## config.mk

```make
export PLATFORM = sky130hd
export DESIGN_NAME = dsp48a1_valid_track_flat
export DESIGN_NICKNAME = d
export VERILOG_FILES = /design/src/rtl/dsp48a1_valid_track_if.sv /design/src/rtl/dsp48a1_valid_track.sv /design/src/flat_wrapper.sv
export SDC_FILE = /design/constraint.sdc
export NUM_CORES = 1
export LEC_CHECK = 0
export ABC_CLOCK_PERIOD_IN_PS = 4200
export BUFFER_PORTS_ARGS = -buffer_cell sky130_fd_sc_hd__buf_4
export CAP_MARGIN = 20
export CORE_ASPECT_RATIO = 0.7
export CORE_UTILIZATION = 56
export DETAILED_ROUTE_END_ITERATION = 8
export GPL_ROUTABILITY_DRIVEN = 0
export PLACE_DENSITY = 0.92
export SLEW_MARGIN = 20
export SYNTH_ARGS = -nofsm -noshare
export SYNTH_HDL_FRONTEND = slang
export SYNTH_SLANG_ARGS = --single-unit
```

## constraint.sdc

```tcl
create_clock -name clk -period 4.2 [get_ports clk]
set_clock_uncertainty 0.15 [all_clocks]
set_input_delay 0.63 -clock clk [delete_from_list [all_inputs] [get_ports clk]]
set_output_delay 0.63 -clock clk [all_outputs]
set_load 0.03 [all_outputs]
```

## src/rtl/dsp48a1_valid_track_if.sv

```systemverilog
// Control/status bundle between the DSP48A1 datapath sequencer and its valid tracker.
// in_valid is a pure strobe with no ready: an operation counts as accepted only on a
// rising edge with ce=1 and flush=0; out_valid marks the cycle in which P carries it.
interface dsp48a1_valid_track_if;
  logic        ce;
  logic        in_valid;
  logic        flush;
  logic        out_valid;
  logic [2:0]  inflight;
  logic        busy;
  logic [15:0] result_cnt;
  logic        path_skew;

  modport master (
    output ce, in_valid, flush,
    input  out_valid, inflight, busy, result_cnt, path_skew
  );

  modport slave (
    input  ce, in_valid, flush,
    output out_valid, inflight, busy, result_cnt, path_skew
  );
endinterface

```

## src/rtl/dsp48a1_valid_track.sv

```systemverilog
// Valid-bit delay line matched to the DSP48A1 register configuration, with
// occupancy, saturating result count and a constant operand-skew flag.
module dsp48a1_valid_track #(
  parameter int A0REG = 0,
  parameter int A1REG = 1,
  parameter int B0REG = 0,
  parameter int B1REG = 1,
  parameter int DREG  = 1,
  parameter int CREG  = 1,
  parameter int MREG  = 1,
  parameter int PREG  = 1
) (
  input logic                   clk,
  input logic                   rst_n,
  dsp48a1_valid_track_if.slave  vt
);

  localparam int LA   = A0REG + A1REG;
  localparam int LB   = ((B0REG > DREG) ? B0REG : DREG) + B1REG;
  localparam int LM   = ((LA > LB) ? LA : LB) + MREG;
  localparam int L    = ((LM > CREG) ? LM : CREG) + PREG;
  localparam bit SKEW = (LA != LB) || (CREG != 0 && CREG != LM);

  logic        ov;
  logic [2:0]  inflight;
  logic [15:0] cnt;

  function automatic logic [2:0] popcnt(input logic [3:0] v);
    logic [2:0] s;
    s = 3'd0;
    for (int i = 0; i < 4; i++) s = s + {2'b00, v[i]};
    return s;
  endfunction

  generate
    if (L == 0) begin : g_bypass
      // Fully bypassed datapath: P reflects the operands in the same cycle.
      assign ov       = vt.in_valid & vt.ce;
      assign inflight = 3'd0;
    end else begin : g_line
      logic [L-1:0] vl;
      logic [L-1:0] vl_next;

      always_comb begin
        vl_next = vl;
        if (vt.flush) begin
          vl_next = '0;
        end else if (vt.ce) begin
          vl_next[0] = vt.in_valid;
          for (int i = 1; i < L; i++) vl_next[i] = vl[i-1];
        end
      end

      always_ff @(posedge clk) begin
        if (!rst_n) begin
          vl       <= '0;
          inflight <= 3'd0;
        end else begin
          vl       <= vl_next;
          inflight <= popcnt(4'(vl_next));
        end
      end

      assign ov = vl[L-1];
    end
  endgenerate

  // A result is consumed on the ce edge that ends its out_valid cycle, so a
  // stalled result is counted once.
  always_ff @(posedge clk) begin
    if (!rst_n) begin
      cnt <= 16'd0;
    end else if (vt.ce && ov && cnt != 16'hFFFF) begin
      cnt <= cnt + 16'd1;
    end
  end

  assign vt.out_valid  = ov;
  assign vt.inflight   = inflight;
  assign vt.busy       = (inflight != 3'd0);
  assign vt.result_cnt = cnt;
  assign vt.path_skew  = SKEW;

endmodule

```

## src/flat_wrapper.sv

```systemverilog
// flat-port wrapper written by rule: the top's interface ports become plain ports
module dsp48a1_valid_track_flat 
#(
  parameter int A0REG = 0,
  parameter int A1REG = 1,
  parameter int B0REG = 0,
  parameter int B1REG = 1,
  parameter int DREG  = 1,
  parameter int CREG  = 1,
  parameter int MREG  = 1,
  parameter int PREG  = 1
)
  (clk, rst_n, vt_ce, vt_in_valid, vt_flush, vt_out_valid, vt_inflight, vt_busy, vt_result_cnt, vt_path_skew);
  dsp48a1_valid_track_if vt_i ();
  input logic clk;
  input logic rst_n;
  input wire logic [$bits(vt_i.ce)-1:0] vt_ce;
  input wire logic [$bits(vt_i.in_valid)-1:0] vt_in_valid;
  input wire logic [$bits(vt_i.flush)-1:0] vt_flush;
  output wire logic [$bits(vt_i.out_valid)-1:0] vt_out_valid;
  output wire logic [$bits(vt_i.inflight)-1:0] vt_inflight;
  output wire logic [$bits(vt_i.busy)-1:0] vt_busy;
  output wire logic [$bits(vt_i.result_cnt)-1:0] vt_result_cnt;
  output wire logic [$bits(vt_i.path_skew)-1:0] vt_path_skew;
  assign vt_i.ce = vt_ce;
  assign vt_i.in_valid = vt_in_valid;
  assign vt_i.flush = vt_flush;
  assign vt_out_valid = vt_i.out_valid;
  assign vt_inflight = vt_i.inflight;
  assign vt_busy = vt_i.busy;
  assign vt_result_cnt = vt_i.result_cnt;
  assign vt_path_skew = vt_i.path_skew;
  dsp48a1_valid_track #(.A0REG(A0REG), .A1REG(A1REG), .B0REG(B0REG), .B1REG(B1REG), .DREG(DREG), .CREG(CREG), .MREG(MREG), .PREG(PREG)) u_core (.clk(clk), .rst_n(rst_n), .vt(vt_i));
endmodule
```

## Yosys cells after proc, flatten, opt, wreduce, memory -nomap -nowiden

Cells that the tools add are included.

- Flip-flop bits (word level): 23
- Word-level logic and storage cells: 13

- Eq/ne operators: 1
- $add $sub $neg: 4
- Mux-type cells: 2
- Reductions and logical operators: 3

Operators with widths:

| cell | number |
|---|---|
| 16-bit by 1-bit adder with 16-bit output (second input constant) | 1 |
| 16-bit != test (second input constant) | 1 |
| 4-bit two-way mux | 2 |
| 3-bit by 1-bit adder with 3-bit output | 2 |
| 3-bit nonzero test | 1 |
| 1-bit by 1-bit adder with 2-bit output | 1 |
| 1-bit logical AND | 2 |

## Depth between registers and ports, before layout

Gate-level depths: netlist of run 1.

- Depth after elaboration: 5
- Gate-level depth with buffers: 9

## Worst setup path before layout of run 1

OpenSTA, ideal clock, no wires.

- Path kind: input-to-reg
- From: input port vt_ce
- To: register u_core.inflight[1], in the netlist u_core.vt.inflight[1]
- Stages on the path: 9
- Setup slack: 1.863 ns
- Data required time: 3.935 ns
- Data arrival time: 2.072 ns
- Setup time: 0.115 ns
- Cell sequence: buf_4 -> mux2i_1 -> nor2_1 -> ha_1 -> inv_1 -> fa_1 -> inv_1 -> ha_1 -> and2_1

- Longest elaborated chain between the ends: 5

Ends and longest elaborated chain:

| item | line | RTL |
|---|---|---|
| start: declaration | flat_wrapper.sv:17 | `input wire logic [$bits(vt_i.ce)-1:0] vt_ce;` |
| 4-bit two-way mux | dsp48a1_valid_track.sv:48 | `end else if (vt.ce) begin` |
| 4-bit two-way mux | dsp48a1_valid_track.sv:46 | `if (vt.flush) begin` |
| via u_core.g_line.vl_next[1] | dsp48a1_valid_track.sv:42 | `logic [L-1:0] vl_next;` |
| 1-bit by 1-bit adder with 2-bit output | dsp48a1_valid_track.sv:31 | `for (int i = 0; i < 4; i++) s = s + {2'b00, v[i]};` |
| 3-bit by 1-bit adder with 3-bit output (2 in series) | dsp48a1_valid_track.sv:31 |  |
| end signal: assignment | dsp48a1_valid_track.sv:60 | `inflight <= popcnt(4'(vl_next));` |
| end: declaration | dsp48a1_valid_track.sv:25 | `logic [2:0] inflight;` |

The timed path passes the listed nets, and every way through them passes these cells.
A chain may end at the register's enable or synchronous reset.

## Final worst setup path of run 1

Ends and elaborated chain as after synthesis.

==> results.sh, run 1 <==
export IMPL_outcome="completed"
export IMPL_power_internal_uw=262.6
export IMPL_p_leak_nw=0.6024
export IMPL_share_of_power_burned_in_registers_pct=64.8
export IMPL_detailedRoute_firstPassIterationCount=4
export IMPL_nets=163
export IMPL_post_cts_buffers=0
export IMPL_post_cts_resize_count=0
export IMPL_clock_power_share_pct=29.8
export IMPL_critical_path_slowest_cell="fa_1"
export IMPL_ctsRootBufferMaster="clkbuf_4"
export IMPL_switching_power_as_a_share_of_total_power_pct=22.37
export IMPL_critical_path_required_ns=4.28
export IMPL_critPathLaunchType="input port"
export IMPL_pre_cts_slack_ns=1.741
export IMPL_post_route_cell_area_sq_um=1359
export IMPL_post_place_cells=171
export IMPL_synthDistinctLibCells=35
export IMPL_via_per_inst=5.920
export IMPL_finalWorstSetupSlack_ns=2.093
export IMPL_buffer_ports_inserted=25
export IMPL_whs_endpoint="u_core.vt.result_cnt[1]"
export IMPL_critical_path_buf_inv_count=3
export IMPL_hold_ws_ns=0.3500
export IMPL_floorplan_die_width_um=56.63
export IMPL_clkLatencyLatePin_ns=0.31
export IMPL_multi_input_gate_area_in_the_final_layout_sq_um=638.1
export IMPL_route_detailed_wl_per_inst_um=13.53
export IMPL_yosysWarningCount=0
export IMPL_initial_utilization_pct=61.47
export IMPL_overflow=0
export IMPL_min_period_over_period_pct=50.16
export IMPL_synth_sequential_area_ratio_pct=39.36
export IMPL_critical_path_endpoint_type="flip-flop"
export IMPL_r2r_slack_ns=2.27
export IMPL_crit_arrival_ns=2.18
export IMPL_drc=0
export IMPL_syn_avg_cell_area_sq_um=8.796
export IMPL_hold_violations=0
export IMPL_critical_path_top_delay_family="adder cells"
export IMPL_power_density_nw_per_um2=249.0
export IMPL_grt_pass1_wl_um=3877
export IMPL_globalRouteTotalUtil_pct=22.79
export IMPL_peakVddDrop_mv=0.2817
export IMPL_worstReg2RegStart="u_core.g_line.vl[0]"
export IMPL_instances_no_fill=175
export IMPL_rsz0062_at_grt="no"
export IMPL_cts_tree="yes"
export IMPL_period_minus_slack_ns=2.107
export IMPL_syn2layout_area_growth_pct=16.15
export IMPL_worst_r2r_cell_count=8
export IMPL_cp_cell_sequence="buf_4 > mux2i_1 > nor2_1 > ha_1 > inv_1 > fa_1 > inv_1 > ha_1 > and2_1"
export IMPL_cts_sinks=23
export IMPL_coreArea_sq_um=1903
export IMPL_min_delay_start="u_core.vt.result_cnt[1]"
export IMPL_first_global_vias=873
export IMPL_r2r_end="u_core.vt.inflight[1]"
export IMPL_io_pins=27
export IMPL_fmaxAchievable_mhz=474.7
export IMPL_final_common_cell="buf_4"
export IMPL_hold_path_class="reg2reg"
export IMPL_criticalPathCategory="in2reg"
export IMPL_initial_antenna_violation_count=0
export IMPL_synth_cells=133
export IMPL_ys_ff_latch=23
export IMPL_num_vias=1036
export IMPL_postSynthNetCount=142
export IMPL_layout_common_cells="buf_4 (25), dfxtp_1 (23), nand2_1 (14)"
export IMPL_cts_path_max_buffers=2
export IMPL_antenna_cells_inserted=0
export IMPL_pwr_share_comb_pct=5.4
export IMPL_drt_iter0_drc=28
export IMPL_timing_critical_path_slowest_cell_delay_ns=0.35
export IMPL_cts_clk_slew_worst_paths_ns=0.12
export IMPL_detailed_place_hpwl_um=1781
export IMPL_cts_buffers=3
export IMPL_sequential_cell_area_sq_um=460.4
export IMPL_synth_area_sq_um=1170
export IMPL_min_path_cells=2
export IMPL_total_net_switching_power_uw=75.70
export IMPL_ctsHoldBuffers=0
export IMPL_drive_above_1_share_pct=20.92
export IMPL_grt_start_max_net_pins=24
export IMPL_htree_levels=1
export IMPL_die_area_sq_um=2279
export IMPL_fillCellCount=155
export IMPL_finalSetupViolations=0
export IMPL_critical_path_max_fanout=7
export IMPL_row_count=13
export IMPL_setup_tns_ns=0
export IMPL_drv_cap=0
export IMPL_finalWirelength_um=2368
export IMPL_timing_max_transition_violations_final=0
export IMPL_drt_antenna_violating_nets=0
export IMPL_die_height_um=40.24
export IMPL_place_area_sq_um=1333
[state kept, by name, indices dropped and copies added, names as in the netlist]
signal and count:
u_core.g_line.vl 4, u_core.vt.inflight 3, u_core.vt.result_cnt 16
[power by group through the flow]
stage | clock (mW) | sequential (mW) | combinational (mW)
2_1_floorplan | 0 | 0.225 | 0.0122
3_3_place_gp | 0 | 0.224 | 0.0176
3_5_place_dp | 0 | 0.224 | 0.0182
4_1_cts | 0.103 | 0.219 | 0.0181
5_1_grt | 0.111 | 0.219 | 0.0201
6_report | 0.101 | 0.219 | 0.0181
[cell usage after synthesis]
cell | instances | share of area [%]
dfxtp_1 | 23 | 39
nand2_1 | 14 | 4.5
mux2i_1 | 12 | 10
a21oi_1 | 7 | 3.0
and2_1 | 6 | 3.2
and3_1 | 5 | 2.7
nand2b_1 | 5 | 2.7
nand4_1 | 5 | 2.7
nor2_1 | 5 | 1.6
buf_4 | 4 | 2.6
inv_1 | 4 | 1.3
nand3_1 | 4 | 1.7
and4_1 | 3 | 2.2
buf_2 | 3 | 1.3
ha_1 | 3 | 3.2
nor3_1 | 3 | 1.3
o21ai_0 | 3 | 1.3
a211oi_1 | 2 | 1.3
a21o_1 | 2 | 1.3
a31oi_1 | 2 | 1.1
clkbuf_1 | 2 | 0.64
o2111ai_1 | 2 | 1.5
or2_2 | 2 | 1.1
a311oi_1 | 1 | 0.75
a41oi_1 | 1 | 0.75
clkinv_1 | 1 | 0.32
conb_1 | 1 | 0.32
fa_1 | 1 | 1.7
nand2_4 | 1 | 0.96
nor2_2 | 1 | 0.54
nor3b_1 | 1 | 0.64
nor4_1 | 1 | 0.54
o31ai_1 | 1 | 0.64
or3_1 | 1 | 0.54
or4_1 | 1 | 0.64
[how the worst max path moves through the flow]
stage	cells after the start	slack, ns	from	endpoint
after global routing	9	2.03	vt_ce	u_core.vt.inflight[1]
after floorplan	9	1.86	vt_ce	u_core.vt.inflight[1]
after detailed placement	9	1.74	vt_ce	u_core.vt.inflight[1]
after global placement	9	1.82	vt_ce	u_core.vt.inflight[1]
final	9	2.09	vt_ce	u_core.vt.inflight[1]
after CTS	9	2.08	vt_ce	u_core.vt.inflight[1]
[worst reg2reg max path: cells and delay by family, from the launching register on]
| family | cells | cell delay [ns] |
|---|---|---|
| multiplexers | 1 | 0.19 |
| flip-flops | 1 | 0.33 |
| adder cells (fa/ha/maj) | 3 | 0.84 |
| buffers and inverters | 2 | 0.11 |
| AND/OR/NAND/NOR | 2 | 0.23 |
[cell families (layout without fill, tap and decap cells)]
group,Yosys count,count (layout),synth area share (%)
muxes,12,12,10.27
other,1,1,0.3205
DFF,23,23,39.36
AOI/OAI and AO/OA,21,21,11.55
and+or+nand+nor,58,58,27.49
adders and majority gates,4,4,4.920
buffers and inverters,14,34,6.096
[metrics by stage]
| stage | power [mW] | utilization, % |
|---|---|---|
| 3_3_place_gp | 0.2418 | 70.02 |
| 6_report | 0.3383 | 71.40 |
| 4_1_cts | 0.3402 | 71.40 |
| 3_5_place_dp | 0.2424 | 70.02 |
| 2_1_floorplan | 0.2372 | - |
| 5_1_grt | 0.3511 | 71.40 |
[per-layer routing]
metal	global-route usage, %	up-vias	routed length (um)
met3	6.774	2	186
met1	29.82	480	1147
met5	0	-	0
li1	-	513	-
met2	37.65	41	1020
met4	6.098	0	13
[cell type report]
cell class                 instances  share of cell area [%]
clock buffer                       4                   1.934
inverter                           5                   1.381
multi-input combinational         96                   46.96
sequential                        23                   33.89
tap                               22                   2.026
timing repair buffer              25                   13.81
No activity file was read; power rests on OpenSTA's default activity.
==> run 2: changes to the inputs <==
--- a/config.mk
+++ b/config.mk
@@ -5,14 +5,15 @@
 export SDC_FILE = /design/constraint.sdc
 export NUM_CORES = 1
 export LEC_CHECK = 0
-export ABC_CLOCK_PERIOD_IN_PS = 4200
+export ABC_AREA = 1
+export ABC_CLOCK_PERIOD_IN_PS = 1730
 export BUFFER_PORTS_ARGS = -buffer_cell sky130_fd_sc_hd__buf_4
 export CAP_MARGIN = 20
 export CORE_ASPECT_RATIO = 0.7
-export CORE_UTILIZATION = 56
+export CORE_UTILIZATION = 47
 export DETAILED_ROUTE_END_ITERATION = 8
 export GPL_ROUTABILITY_DRIVEN = 0
-export PLACE_DENSITY = 0.92
+export PLACE_DENSITY = 0.83
 export SLEW_MARGIN = 20
 export SYNTH_ARGS = -nofsm -noshare
 export SYNTH_HDL_FRONTEND = slang
==> constraint.sdc (replaced) <==
create_clock -name clk -period 1.73 [get_ports clk]
set_clock_uncertainty 0.15 [all_clocks]
set_input_delay 0.2595 -clock clk [delete_from_list [all_inputs] [get_ports clk]]
set_output_delay 0.2595 -clock clk [all_outputs]
set_load 0.03 [all_outputs]
==> run 2 against run 1 <==
Net effect:
- the flow now finishes with violations (setup timing)
- largest cell class unchanged
- critical path type is now reg2reg
- sequential share of layout area is 4.6 points lower
- cell area is 17% higher
- hold slack worse by 0.31 ns
- non-clock buffer count is 13 higher
==> results.sh, run 2 <==
export IMPL_drt_antenna_violating_nets=0
export IMPL_yosys_area_share_adder_pct=4.675
export IMPL_postSynthNetCount=190
export IMPL_instances_no_fill=253
export IMPL_synth_simple_gate_area_share_pct=41.57
export IMPL_io_pins=27
export IMPL_cp_common_cell="inv_1"
export IMPL_critPathLaunchType="flip-flop"
export IMPL_syn_avg_cell_area_sq_um=6.802
export IMPL_fmaxAchievable_mhz=566.1
export IMPL_die_height_um=44.82
export IMPL_drc=0
export IMPL_pre_cts_slack_ns=-0.2251
export IMPL_layout_common_cells="nand2_1 (43), buf_4 (38), nor2_1 (31)"
export IMPL_critical_path_endpoint_type="flip-flop"
export IMPL_cts_sinks=23
export IMPL_cts_buffers=3
export IMPL_critical_path_top_delay_family="adder cells"
export IMPL_ctsRootBufferMaster="clkbuf_8"
export IMPL_peakVddDrop_mv=0.5323
export IMPL_r2r_slack_ns=-0.04
export IMPL_drt_iter0_drc=47
export IMPL_largest_register_ff_count=16
export IMPL_critical_path_max_fanout=2
export IMPL_drive_above_1_share_pct=27.40
export IMPL_route_detailed_wl_per_inst_um=10.61
export IMPL_timing_max_transition_violations_final=0
export IMPL_die_area_sq_um=2832
export IMPL_synth_cells=181
export IMPL_clkLatencyLatePin_ns=0.26
export IMPL_num_vias=1247
export IMPL_post_place_cells=248
export IMPL_detailedRoute_firstPassIterationCount=4
export IMPL_postSynth_asyncResetShare_pct=0
export IMPL_final_common_cell="nand2_1"
export IMPL_buffer_ports_inserted=25
export IMPL_htree_levels=1
export IMPL_hold_ws_ns=0.04071
export IMPL_finalWirelength_um=2684
export IMPL_finalSetupViolations=1
export IMPL_nets=229
export IMPL_critical_path_buf_inv_count=3
export IMPL_finalWorstSetupSlack_ns=-0.03637
export IMPL_hold_path_class="in2reg"
export IMPL_floorplan_die_width_um=63.18
export IMPL_ys_flop_type="dfxtp_1"
export IMPL_cp_cell_sequence="nor2_2 > nor3_1 > ha_1 > inv_1 > fa_2 > inv_1 > ha_1 > nand2_1 > inv_1"
export IMPL_drv_cap=0
export IMPL_synth_area_sq_um=1231
export IMPL_synth_top_cells_by_area="dfxtp_1 (37%), nand2_1 (13%), nor2_1 (10%), nand3_1 (6.5%), inv_1 (6.1%)"
export IMPL_min_path_cells=2
export IMPL_failing_checks="setup timing"
export IMPL_design_power_total_uw=979.4
export IMPL_synth_area_mux_share_pct=0
export IMPL_synth_sequential_area_ratio_pct=37.40
export IMPL_synthDistinctLibCells=25
export IMPL_timing_critical_path_slowest_cell_delay_ns=0.35
export IMPL_crit_arrival_ns=1.78
export IMPL_rsz0062_at_grt="yes"
export IMPL_yosysWarningCount=0
export IMPL_syn2layout_area_growth_pct=29.17
export IMPL_initial_utilization_pct=49.70
export IMPL_grt_pass1_wl_um=4098
export IMPL_cts_path_max_buffers=2
export IMPL_row_count=15
export IMPL_synth_top_family_by_area="simple AND/OR/NAND/NOR gates"
export IMPL_detailed_place_hpwl_um=2027
export IMPL_min_period_over_period_pct=102.1
export IMPL_area_leader_netlist="dfxtp_1"
export IMPL_grt_start_max_net_pins=15
export IMPL_cts_tree="yes"
export IMPL_critical_path_slowest_cell="dfxtp_2"
export IMPL_synth_edff_count=0
export IMPL_period_minus_slack_ns=1.766
export IMPL_cts_clk_slew_worst_paths_ns=0.08
export IMPL_antenna_cells_inserted=0
export IMPL_p_leak_nw=0.7355
export IMPL_worst_r2r_cell_count=9
export IMPL_whs_endpoint="u_core.g_line.vl[1]"
export IMPL_yosys_area_share_xor_xnor_pct=0.7114
export IMPL_initial_antenna_violation_count=0
export IMPL_synth_cells_most_frequent="nand2_1 (43), nor2_1 (34), dfxtp_1 (23), inv_1 (20), nand3_1 (16)"
export IMPL_first_global_vias=934
export IMPL_overflow=0
export IMPL_min_delay_start="vt_flush"
export IMPL_r2r_end="u_core.vt.inflight[1]"
export IMPL_synth_compound_gate_area_share_pct=6.098
export IMPL_critical_path_required_ns=1.75
export IMPL_total_number_of_cells_along_the_worst_setup_path=9
export IMPL_hold_violations=0
export IMPL_worstReg2RegStart="u_core.g_line.vl[0]"
export IMPL_outcome="finished, violations left"
export IMPL_power_density_nw_per_um2=615.9
export IMPL_criticalPathCategory="reg2reg"
export IMPL_globalRouteTotalUtil_pct=19.26
export IMPL_coreArea_sq_um=2477
export IMPL_ys_ff_latch=23
export IMPL_via_per_inst=4.929
export IMPL_yosys_cell_count_top_type="nand2_1"
export IMPL_netlist_area_leader_share_pct=37.40
[run 2: cell count changes in the layout (fill, tap and decap cells not counted), moves of 5 or more]
| cell | before | now |
|---|---|---|
| a21oi_1 | 7 | 13 |
| and2_1 | 6 | 0 |
| and3_1 | 5 | 0 |
| buf_4 | 25 | 38 |
| inv_1 | 4 | 20 |
| mux2i_1 | 12 | 0 |
| nand2_1 | 14 | 43 |
| nand2b_1 | 5 | 0 |
| nand3_1 | 4 | 16 |
| nor2_1 | 5 | 31 |
| nor2_2 | 1 | 7 |
[run 2: kinds of logic after synthesis]
family                   Yosys count
AND/OR/NAND/NOR                  112
buffers and inverters             25
flip-flops                        23
AO/OA/AOI/OAI                     15
adder cells (fa/ha/maj)            4
XOR/XNOR                           1
other                              1
[run 2: cell type report]
class / instances / area (sq um)
Tap cell: 34 / 42.54
Sequential cell: 23 / 465.4
Inverter: 21 / 78.83
Clock inverter: 1 / 5.005
Fill cell: 242 / 887.1
Timing Repair Buffer: 38 / 285.3
Clock buffer: 3 / 41.29
Multi-Input combinational cell: 133 / 671.9
[run 2: timing repair]
action / 4_1_cts / 5_1_grt
setup endpoints to repair: 1 / 1
endpoints found under the hold margin: 0 / 0
buffers inserted: 1 / 0
gates cloned: 0 / 0
pin swaps: 3 / 1
hold buffers: 0 / 0
gates resized for setup: 6 / 1
[run 2: layer usage]
layer | vias to the layer above | track usage [%] | part of all wire, %
met5 | - | 0 | 0
met4 | 0 | 8.182 | 1.7
met3 | 7 | 4.545 | 6.4
met2 | 44 | 30.75 | 43
met1 | 547 | 25.51 | 49
li1 | 649 | - | -
[run 2: worst max-delay path by stage]
stage,start,to,slack [ns]
4_1_cts,u_core.g_line.vl[1],u_core.vt.inflight[1],-0.03
6_report,u_core.g_line.vl[0],u_core.vt.inflight[1],-0.04
3_3_place_gp,vt_ce,u_core.vt.inflight[1],-0.15
3_5_place_dp,vt_ce,u_core.vt.inflight[1],-0.23
2_1_floorplan,u_core.g_line.vl[0],u_core.vt.inflight[1],0.007
5_1_grt,u_core.g_line.vl[0],u_core.vt.inflight[1],-0.10
[run 2: power by group]
group | switching, mW | total (mW) | internal (mW)
sequential | 0.00553 | 0.543 | 0.538
combinational | 0.0622 | 0.103 | 0.0407
clock | 0.173 | 0.333 | 0.161
total | 0.240 | 0.979 | 0.739
[run 2: per-stage QoR]
stage | setup TNS (ns) | utilization (%) | instance area (sq um)
after floorplan | 0 | - | 1234
after global placement | -0.1732 | 61.31 | 1519
after detailed placement | -0.3412 | 61.31 | 1519
after CTS | -0.03219 | 63.99 | 1585
after global routing | -0.1024 | 64.19 | 1590
final | -0.03637 | 64.19 | 1590
==> run 3: changes to the inputs <==
--- a/config.mk
+++ b/config.mk
@@ -7,7 +7,7 @@
 export LEC_CHECK = 0
 export ABC_AREA = 1
 export ABC_CLOCK_PERIOD_IN_PS = 1730
-export BUFFER_PORTS_ARGS = -buffer_cell sky130_fd_sc_hd__buf_4
+export BUFFER_PORTS_ARGS = -buffer_cell sky130_fd_sc_hd__buf_2
 export CAP_MARGIN = 20
 export CORE_ASPECT_RATIO = 0.7
 export CORE_UTILIZATION = 47
@@ -18,3 +18,4 @@
 export SYNTH_ARGS = -nofsm -noshare
 export SYNTH_HDL_FRONTEND = slang
 export SYNTH_SLANG_ARGS = --single-unit
+export TNS_END_PERCENT = 1
==> run 3 against run 2 <==
Net effect:
- cell area decreased by 0.94%
- critical path type unchanged
- the run still ends with setup timing left
- highest routed layer unchanged
- sequential share of layout area is 0.44 points higher
- non-clock buffer count down 2
- die area unchanged
- sequential cell count did not move
==> results.sh, run 3 (same netlist as run 2, synthesis figures left out) <==
export IMPL_hold_path_class="in2reg"
export IMPL_finalWorstSetupSlack_ns=-0.04016
export IMPL_nets=228
export IMPL_detailed_place_hpwl_um=2022
export IMPL_drt_iter0_drc=45
export IMPL_power_density_nw_per_um2=623.5
export IMPL_place_area_sq_um=1449
export IMPL_pre_cts_slack_ns=-0.2214
export IMPL_grt_pass1_wl_um=4284
export IMPL_critical_path_required_ns=1.75
export IMPL_cts_sinks=23
export IMPL_initial_utilization_pct=49.70
export IMPL_antenna_cells_inserted=0
export IMPL_post_cts_buffers=0
export IMPL_num_vias=1243
export IMPL_drc=0
export IMPL_row_count=15
export IMPL_failing_checks="setup timing"
export IMPL_drive_above_1_share_pct=29.36
export IMPL_io_pins=27
export IMPL_critical_path_endpoint_type="flip-flop"
export IMPL_cts_path_max_buffers=2
export IMPL_cts_tree="yes"
export IMPL_critical_path_max_fanout=2
export IMPL_critPathLaunchType="flip-flop"
export IMPL_timing_critical_path_slowest_cell_delay_ns=0.37
export IMPL_critical_path_buf_inv_count=3
export IMPL_drt_antenna_violating_nets=0
export IMPL_finalWirelength_um=2799
export IMPL_period_minus_slack_ns=1.770
export IMPL_grt_start_max_net_pins=23
export IMPL_cts_buffers=3
export IMPL_cp_cell_sequence="nor2_4 > nor3_2 > ha_1 > inv_2 > fa_2 > inv_2 > ha_1 > nand2_1 > inv_1"
export IMPL_via_per_inst=4.933
export IMPL_initial_antenna_violation_count=0
export IMPL_layout_common_cells="nand2_1 (43), nor2_1 (29), buf_2 (25)"
export IMPL_first_global_vias=988
export IMPL_critical_path_top_delay_family="adder cells"
export IMPL_fmaxAchievable_mhz=564.9
export IMPL_core_occupancy_in_the_finished_layout_pct=63.59
export IMPL_route_detailed_wl_per_inst_um=11.11
export IMPL_peakVddDrop_mv=0.6398
export IMPL_outcome="finished, violations left"
export IMPL_largest_register_ff_count=16
export IMPL_p_leak_nw=0.7419
export IMPL_criticalPathCategory="reg2reg"
export IMPL_die_area_sq_um=2832
export IMPL_clkLatencyLatePin_ns=0.26
export IMPL_setup_tns_ns=-0.04016
export IMPL_post_route_cell_area_sq_um=1575
export IMPL_cts_clk_slew_worst_paths_ns=0.08
export IMPL_globalRouteTotalUtil_pct=19.46
export IMPL_die_height_um=44.82
export IMPL_htree_levels=1
export IMPL_min_delay_start="rst_n"
export IMPL_finalSetupViolations=1
export IMPL_overflow=0
export IMPL_worstReg2RegStart="u_core.g_line.vl[0]"
export IMPL_timing_max_transition_violations_final=0
export IMPL_detailedRoute_firstPassIterationCount=4
export IMPL_origin_of_the_worst_setup_path="u_core.g_line.vl[0]"
export IMPL_hold_ws_ns=0.1835
export IMPL_critical_path_slowest_cell="dfxtp_4"
export IMPL_buffer_ports_inserted=25
export IMPL_hold_violations=0
export IMPL_coreArea_sq_um=2477
export IMPL_crit_arrival_ns=1.79
export IMPL_ctsRootBufferMaster="clkbuf_8"
export IMPL_syn2layout_area_growth_pct=27.95
export IMPL_drv_cap=0
export IMPL_fillCellCount=240
export IMPL_rsz0062_at_grt="yes"
export IMPL_min_period_over_period_pct=102.3
export IMPL_floorplan_die_width_um=63.18
export IMPL_final_common_cell="nand2_1"
[run 3: changes by cell type in the layout (fill, tap and decap cells not counted), moves of 2 or more]
cell | before | now
buf_4 | 38 | 11
buf_2 | 0 | 25
nor2_4 | 2 | 7
inv_1 | 20 | 18
nor2_1 | 31 | 29
inv_2 | 0 | 2
nor2_2 | 7 | 4
nor3_2 | 0 | 2
nor3_1 | 4 | 2
[run 3: timing repair]
| action | 4_1_cts | 5_1_grt |
|---|---|---|
| gates cloned | 0 | 1 |
| endpoints found under the setup margin | 1 | 15 |
| resized for setup | 7 | 13 |
| pin swaps | 3 | 3 |
| hold buffers | 0 | 0 |
[run 3: worst paths after layout]
| check | to | slack (ns) | depth (start not counted) |
|---|---|---|---|
| max | u_core.vt.inflight[1] | -0.04 | 9 |
| min | u_core.vt.inflight[0] | 0.18 | 3 |
| max reg2reg | u_core.vt.inflight[1] | -0.04 | 9 |
| min reg2reg | u_core.vt.result_cnt[0] | 0.34 | 2 |
[run 3: cell type report]
type / count / area (sq um) / share of cell area, %
inverters: 21 / 78.83 / 5.004
well taps: 34 / 42.54 / 2.701
multi-input cells: 134 / 733.2 / 46.54
clock buffers: 4 / 45.04 / 2.859
flip-flops and latches: 23 / 467.9 / 29.71
repair buffers: 36 / 207.7 / 13.19
[run 3: layer usage]
layer	global-route usage, %	routed length (um)	up-vias	part of all wire, %
li1	-	-	653	-
met1	27.24	1393	556	50
met2	31.40	1242	28	44
met3	4.798	138	6	4.9
met4	2.727	25	0	0.89
met5	0	0	-	0
[run 3: tightest hold or removal path: stages]
cell	delay [ns]
buf_2	0.11
clkinv_1	0.14
nor2_2	0.05
[run 3: metrics by stage]
| step | total power, mW | cells |
|---|---|---|
| 6_report | 0.9822 | 252 |
| 2_1_floorplan | 0.6127 | 181 |
| 4_1_cts | 0.9743 | 251 |
| 3_3_place_gp | 0.6422 | 247 |
| 5_1_grt | 1.022 | 252 |
| 3_5_place_dp | 0.6463 | 247 |
[run 3: where the power goes]
group          internal, mW  total, mW  switching, mW
clock                 0.164      0.334          0.170
sequential            0.536      0.542        0.00559
combinational        0.0379      0.106         0.0679
